## src/rtl/gnr_pkg.sv

```systemverilog
// Shared constants for the gene-regulatory-network node: size limits and
// common truth tables for 3-input nodes.
package gnr_pkg;
    localparam int GNR_MAX_N_IN = 6;
    localparam int GNR_CNT_W    = 8;

    // Truth tables indexed by {in[2], in[1], in[0]}
    localparam logic [7:0] LUT_AND3 = 8'h80;
    localparam logic [7:0] LUT_OR3  = 8'hFE;
    localparam logic [7:0] LUT_MAJ3 = 8'hE8;
endpackage

```

## src/rtl/gnr_lut_eval.sv

```systemverilog
// Combinational truth-table lookup: selects one bit of the table using the
// regulator-state vector as the index.
module gnr_lut_eval #(
    parameter int N_IN  = 3,
    parameter int LUT_W = 2**N_IN
) (
    input  logic [LUT_W-1:0] i_lut,
    input  logic [N_IN-1:0]  i_idx,
    output logic             o_bit
);
    assign o_bit = i_lut[i_idx];
endmodule

```

## src/rtl/gnr_node_lut.sv

```systemverilog
// GRN node with a runtime-loadable truth table, slow/fast trajectory copies
// for attractor detection, a sticky meet flag and a saturating flip counter.
module gnr_node_lut
    import gnr_pkg::*;
#(
    parameter int               N_IN     = 3,
    parameter int               LUT_W    = 2**N_IN,
    parameter logic [LUT_W-1:0] LUT_INIT = LUT_AND3,
    parameter int               SLOW_DIV = 2,
    parameter int               CNT_W    = GNR_CNT_W
) (
    input  logic             clk,
    input  logic             rst,
    input  logic             reset_nos,
    input  logic             init_state,
    input  logic             start_s0,
    input  logic             start_s1,
    input  logic [N_IN-1:0]  in_s0,
    input  logic [N_IN-1:0]  in_s1,
    input  logic             lut_we,
    input  logic [LUT_W-1:0] lut_data,
    output logic             s0,
    output logic             s1,
    output logic             out_s0,
    output logic             out_s1,
    output logic             meet,
    output logic [CNT_W-1:0] flips
);
    localparam int DW = (SLOW_DIV > 1) ? $clog2(SLOW_DIV) : 1;
    localparam logic [DW-1:0] DCNT_LAST = DW'(SLOW_DIV - 1);

    logic [LUT_W-1:0] r_lut;
    logic [DW-1:0]    r_dcnt;
    logic             r_s0;
    logic             r_s1;
    logic             r_meet;
    logic [CNT_W-1:0] r_flips;

    logic w_s0_nxt;
    logic w_s1_nxt;
    logic w_s0_upd;

    // Both lookups read the registered table, so a same-cycle load only
    // affects evaluations from the following cycle onward.
    gnr_lut_eval #(.N_IN(N_IN), .LUT_W(LUT_W)) u_eval_s0 (
        .i_lut (r_lut),
        .i_idx (in_s0),
        .o_bit (w_s0_nxt)
    );

    gnr_lut_eval #(.N_IN(N_IN), .LUT_W(LUT_W)) u_eval_s1 (
        .i_lut (r_lut),
        .i_idx (in_s1),
        .o_bit (w_s1_nxt)
    );

    assign w_s0_upd = start_s0 && (r_dcnt == '0);

    always_ff @(posedge clk) begin
        if (rst) begin
            r_lut   <= LUT_INIT;
            r_dcnt  <= DCNT_LAST;
            r_s0    <= 1'b0;
            r_s1    <= 1'b0;
            r_meet  <= 1'b0;
            r_flips <= '0;
        end else begin
            if (lut_we) begin
                r_lut <= lut_data;
            end
            if (reset_nos) begin
                r_dcnt  <= '0;
                r_s0    <= init_state;
                r_s1    <= init_state;
                r_meet  <= 1'b0;
                r_flips <= '0;
            end else begin
                if (start_s0) begin
                    if (r_dcnt == '0) begin
                        r_s0 <= w_s0_nxt;
                    end
                    r_dcnt <= (r_dcnt == DCNT_LAST) ? '0 : r_dcnt + 1'b1;
                end
                if (start_s1) begin
                    r_s1 <= w_s1_nxt;
                    if ((w_s1_nxt != r_s1) && (r_flips != '1)) begin
                        r_flips <= r_flips + 1'b1;
                    end
                end
                // Meet only counts when both copies step together
                if (w_s0_upd && start_s1 && (w_s0_nxt == w_s1_nxt)) begin
                    r_meet <= 1'b1;
                end
            end
        end
    end

    assign s0     = r_s0;
    assign s1     = r_s1;
    assign out_s0 = r_s0;
    assign out_s1 = r_s1;
    assign meet   = r_meet;
    assign flips  = r_flips;
endmodule

```

## config.mk

```make
export PLATFORM = sky130hd
export DESIGN_NAME = gnr_node_lut
export DESIGN_NICKNAME = d
export VERILOG_FILES = /design/src/rtl/gnr_pkg.sv /design/src/rtl/gnr_lut_eval.sv /design/src/rtl/gnr_node_lut.sv
export SDC_FILE = /design/constraint.sdc
export NUM_CORES = 1
export LEC_CHECK = 0
export CAP_MARGIN = 0
export CORE_AREA = 2 2 52 54
export CTS_CLUSTER_DIAMETER = 150
export DETAILED_ROUTE_END_ITERATION = 7
export DIE_AREA = 0 0 54 56
export GPL_ROUTABILITY_DRIVEN = 0
export PLACE_DENSITY_LB_ADDON = 0.05
export RECOVER_POWER = 100
export SYNTH_ARGS = -nofsm -noshare
export SYNTH_HDL_FRONTEND = slang
export SYNTH_SLANG_ARGS = --single-unit
```

## constraint.sdc

```tcl
create_clock -name clk -period 6.25 [get_ports clk]
set_input_delay 1.5625 -clock clk [delete_from_list [all_inputs] [get_ports clk]]
set_output_delay 1.5625 -clock clk [all_outputs]
set_load 0.01 [all_outputs]
```

Yosys cells after proc, flatten, opt, wreduce, memory -nomap -nowiden
Cells that the tools add are included.

word-level totals
  register bits after elaboration = 20
  input port bits = 21
  output and inout port bits = 13
  logic and storage cells = 36

cells by class
  $add $sub $neg = 2
  order comparisons = 2
  equal/unequal tests = 4
  multiplexer cells = 12
  bitwise logic cells = 1
  reduce and logical (&&, ||, !) cells = 9

operators by type and width
  cell                   count
  $mux W1                10
  $add A8 B1 Y8 const B  1
  $lt A3 B4 Y1 const B   2
  $ne A8 B8 Y1 const B   1
  $bmux W1 S3            2
  $logic_and A1 B1 Y1    4
  $reduce_and A2 Y1      2
  $reduce_bool A2 Y1     2
  $ne A2 B2 Y1 const B   1
  $reduce_or A2 Y1       1
  $add A1 B1 Y1 const B  1
  $eq A1 B1 Y1           1
  $ne A1 B1 Y1           1
  $not A1 Y1             1

Logic depth before layout (Yosys ltp)
  depth in word-level cells = 5
  depth in mapped cells = 6
  depth with buffers taken out = 5

Hierarchy
A second synthesis with hierarchy kept.

second synthesis, totals
  cells, all modules = 95
  area, all modules = 994.7 um^2

modules (own cells, without submodules)
  module        instances  cells each  area an instance (um^2)  sequential area each (um^2)
  gnr_node_lut  1          89          867.1                    400.4
  gnr_lut_eval  2          3           63.8                     0.0

Worst setup path before layout
OpenSTA, ideal clock, no wires.

  path kind = input to register
  start point = input in_s1[0]
  end point = register r_flips[5] (netlist: flips[5])
  setup time = 0.070 ns
  arrival time = 3.248 ns
  required time = 6.180 ns
  path slack = 2.932 ns
  stages on the path = 6
  buffers on the path = 1
  cells stage by stage = mux4_1 -> mux2_4 -> xnor2_2 -> buf_6 -> or4_1 -> a21oi_1

on the way
  word-level cells in the longest chain between the ends = 5

ends and longest elaborated chain
  item                                RTL line            RTL
  start, declared                     gnr_node_lut.sv:19  input logic [N_IN-1:0] in_s1,
  $bmux W1 S3                         gnr_lut_eval.sv:11  assign o_bit = i_lut[i_idx];
  $mux W1 (implied by the code)       gnr_lut_eval.sv:11
  $ne A1 B1 Y1                        gnr_node_lut.sv:86  if ((w_s1_nxt != r_s1) && (r_flips != '1)) begin
  $logic_and A1 B1 Y1                 gnr_node_lut.sv:86
  $reduce_and A2 Y1 (no source line)  n/a
  end signal, assigned                gnr_node_lut.sv:87  r_flips <= r_flips + 1'b1;
  end, declared                       gnr_node_lut.sv:37  logic [CNT_W-1:0] r_flips;

No other way between the ends. The select of a mux whose other input is x is not followed.
A chain may end at the register's enable or synchronous reset.

Worst setup path after layout
  start point = input in_s1[0]
  end point = register r_flips[1] (netlist: flips[1])

Same word-level chain as after synthesis.

==> results_dict.tcl <==
set metrics [dict create \
    run_status "finished clean" \
    critPathKind "in -> reg" \
    hold_violations 0 \
    clock-sinks 20 \
    cts_htree_levels 1 \
    fin_skew_ns 0.01067 \
    maxCapViolCount 0 \
    power.total_uw 260.2 \
    die_y_um 56 \
    ys.flop_type "dfxtp_1" \
    viasPerCell 5.449 \
    cts_tree "yes" \
    antenna_found_initial 0 \
    synth_fp_nets 128 \
    netlist_top_cells_area "dfxtp_1 (39%), mux2i_1 (9.7%), mux4_1 (5.1%)" \
    fin_setup_tns_ns 0 \
    regToRegSetupSlack_ns 4.00 \
    first_pass_iters 4 \
    arrival_ns 4.05 \
    ir_drop_uv 116.4 \
    ctsHoldBuffers 0 \
    critPathMaxFanout 11 \
    avgRoutedWirePerCell_um 13.46 \
    drive_above_1_share_pct 5.109 \
    grt-ovfl-total 0 \
    routed_wl_um 2248 \
    synth_edf_count 0 \
    setup_viol 0 \
    cts_made_buffers 3 \
    grt_start_max_net_pins 15 \
    cts_resized 0 \
    startpoint_type "primary input" \
    cp_slowest_stage_delay_ns 0.62 \
    dieArea_sq_um 3024 \
    ant_nets 0 \
    synth.top_cells.by_count "dfxtp_1 (20), nor2_1 (13), mux2i_1 (10)" \
    synth_top_area_cell "dfxtp_1" \
    drtIter0Drc 14 \
    slowest_stage "xnor2_1" \
    relSlewSlack_pct 50.27 \
    slew_violations 0 \
    max_freq_ghz 0.2627 \
    worstPathRequired_ns 6.50 \
    core_sq_um 2432 \
    rsz0062_at_grt "false" \
    synth_top_area_share_pct 38.74 \
    clock_latency_ns 0.30 \
    rows 18 \
    synth.most_common_cell "dfxtp_1" \
    yosysSeqAreaShare_pct 38.74 \
    synth_area_sq_um 1033 \
    hp-class "reg -> reg" \
    grt_pass1_vias 836 \
    worst_slew_pin_slew_ns 0.7406 \
    crit_chain "dlygate4sd3_1, mux4_1, mux2_1, xnor2_1, o21ai_0, a21oi_1" \
    via_count 910 \
    cts-root-buf "clkbuf_4" \
    power_density_nw_per_um2 187.4 \
    async_flop_share_pct 0 \
    track_usage_pct 16.66 \
    diodes 0 \
    grt_pass1_wl_um 3774 \
    min_period_over_period_pct 60.92 \
    synth_seq_cells 20 \
    final_nets 160 \
    p_leak_uw 0.0005501 \
    die_w_um 54 \
    min_period_ns 3.807 \
    end_kind "register" \
    clockBufferDepth 2 \
    ioPinCount 34 \
    yosysUniqueCellTypes 35 \
    dp_hpwl_um 1734 \
    ys_warn_count 0 \
    drc 0 \
    synth_cells 106 \
    area_growth_pct 34.38 \
    cts.clk_slew.worst_paths_ns 0.12 \
    io_buffers 33 \
    post_cts_buffers 0 \
    initial_core_util_pct 42.49 \
    avgSynthCellArea_sq_um 9.750 \
]
==> placed cells by master (no fill, tap or decap), types with 2 or more instances in the layout <==
master           count
dlygate4sd3_1       17
nor2_1              13
dfxtp_1             20
nand2_1              6
o31ai_1              3
clkdlybuf4s50_1     16
mux4_2               2
nor2b_1              3
xor2_1               2
or4_1                3
inv_1                2
nand3_1              2
a21oi_1              7
nand4_1              2
mux2i_1             10
or3_1                3
clkbuf_4             3
o21ai_0              3
and2_1               2
mux4_1               2
xnor2_1              2
==> registers in the layout, summed over array words and instances, names as in the netlist <==
register  flops
r_lut         8
flips         8
out_s1        1
meet          1
r_dcnt        1
out_s0        1
==> layer usage <==
metal	up-vias	GRT usage (%)	wire [um]
met2	31	29.27	1165
met1	422	19.53	942
met4	0	3.214	15
met3	2	4.839	124
li1	455	-	-
met5	-	0	0
==> layout make-up <==
type,instances,area (sq um)
Sequential cell,20,400.4
Multi-Input combinational cell,78,576.8
Clock buffer,4,36.28
Fill cell,246,1044
Tap cell,30,37.54
Inverter,2,7.507
Timing Repair Buffer,33,330.3
==> cell families (layout without fill, tap and decap cells) <==
family | after synthesis | in the layout | share of synthesized area, %
muxes | 15 | 15 | 20.58
and+or+nand+nor | 38 | 38 | 18.64
buffers and inverters | 8 | 39 | 4.358
xor gates and xnor gates | 4 | 4 | 4.117
DFF | 20 | 20 | 38.74
adders and majority gates | 1 | 1 | 1.210
AOI/OAI and AO/OA | 20 | 20 | 12.35
==> report_power, final <==
part | total [uW] | leakage (uW) | switching (uW) | internal [uW]
clock | 75.5 | 0.0000210 | 39.9 | 35.5
combinational | 47.9 | 0.000365 | 21.0 | 27.0
sequential | 137 | 0.000164 | 4.11 | 133
==> metrics by stage <==
step | setup slack, ns | std cells | util [%] | area [sq um] | hold WS (ns)
2_1_floorplan | 2.932 | 106 | - | 1033 | 0.4692
3_3_place_gp | 2.404 | 163 | 56.07 | 1364 | 0.4574
3_5_place_dp | 2.358 | 163 | 56.07 | 1364 | 0.4667
4_1_cts | 2.684 | 167 | 57.56 | 1400 | 0.4940
5_1_grt | 2.239 | 167 | 57.10 | 1389 | 0.5111
6_report | 2.443 | 167 | 57.10 | 1389 | 0.4815
==> path summary, 6_finish.rpt <==
path,from,endpoint,depth (start not counted)
setup reg to reg,r_lut[4],flips[1],5
setup / recovery,in_s1[0],flips[1],6
hold / removal,meet,meet,2
hold reg to reg,meet,meet,2
==> critical path: cells and delay by family <==
family / cells / cell delay [ns]
multiplexers: 2 / 0.93
XOR/XNOR: 1 / 0.62
buffers and inverters: 1 / 0.57
AO/OA/AOI/OAI: 2 / 0.36
Note: power is estimated with default switching activity, not from simulation.
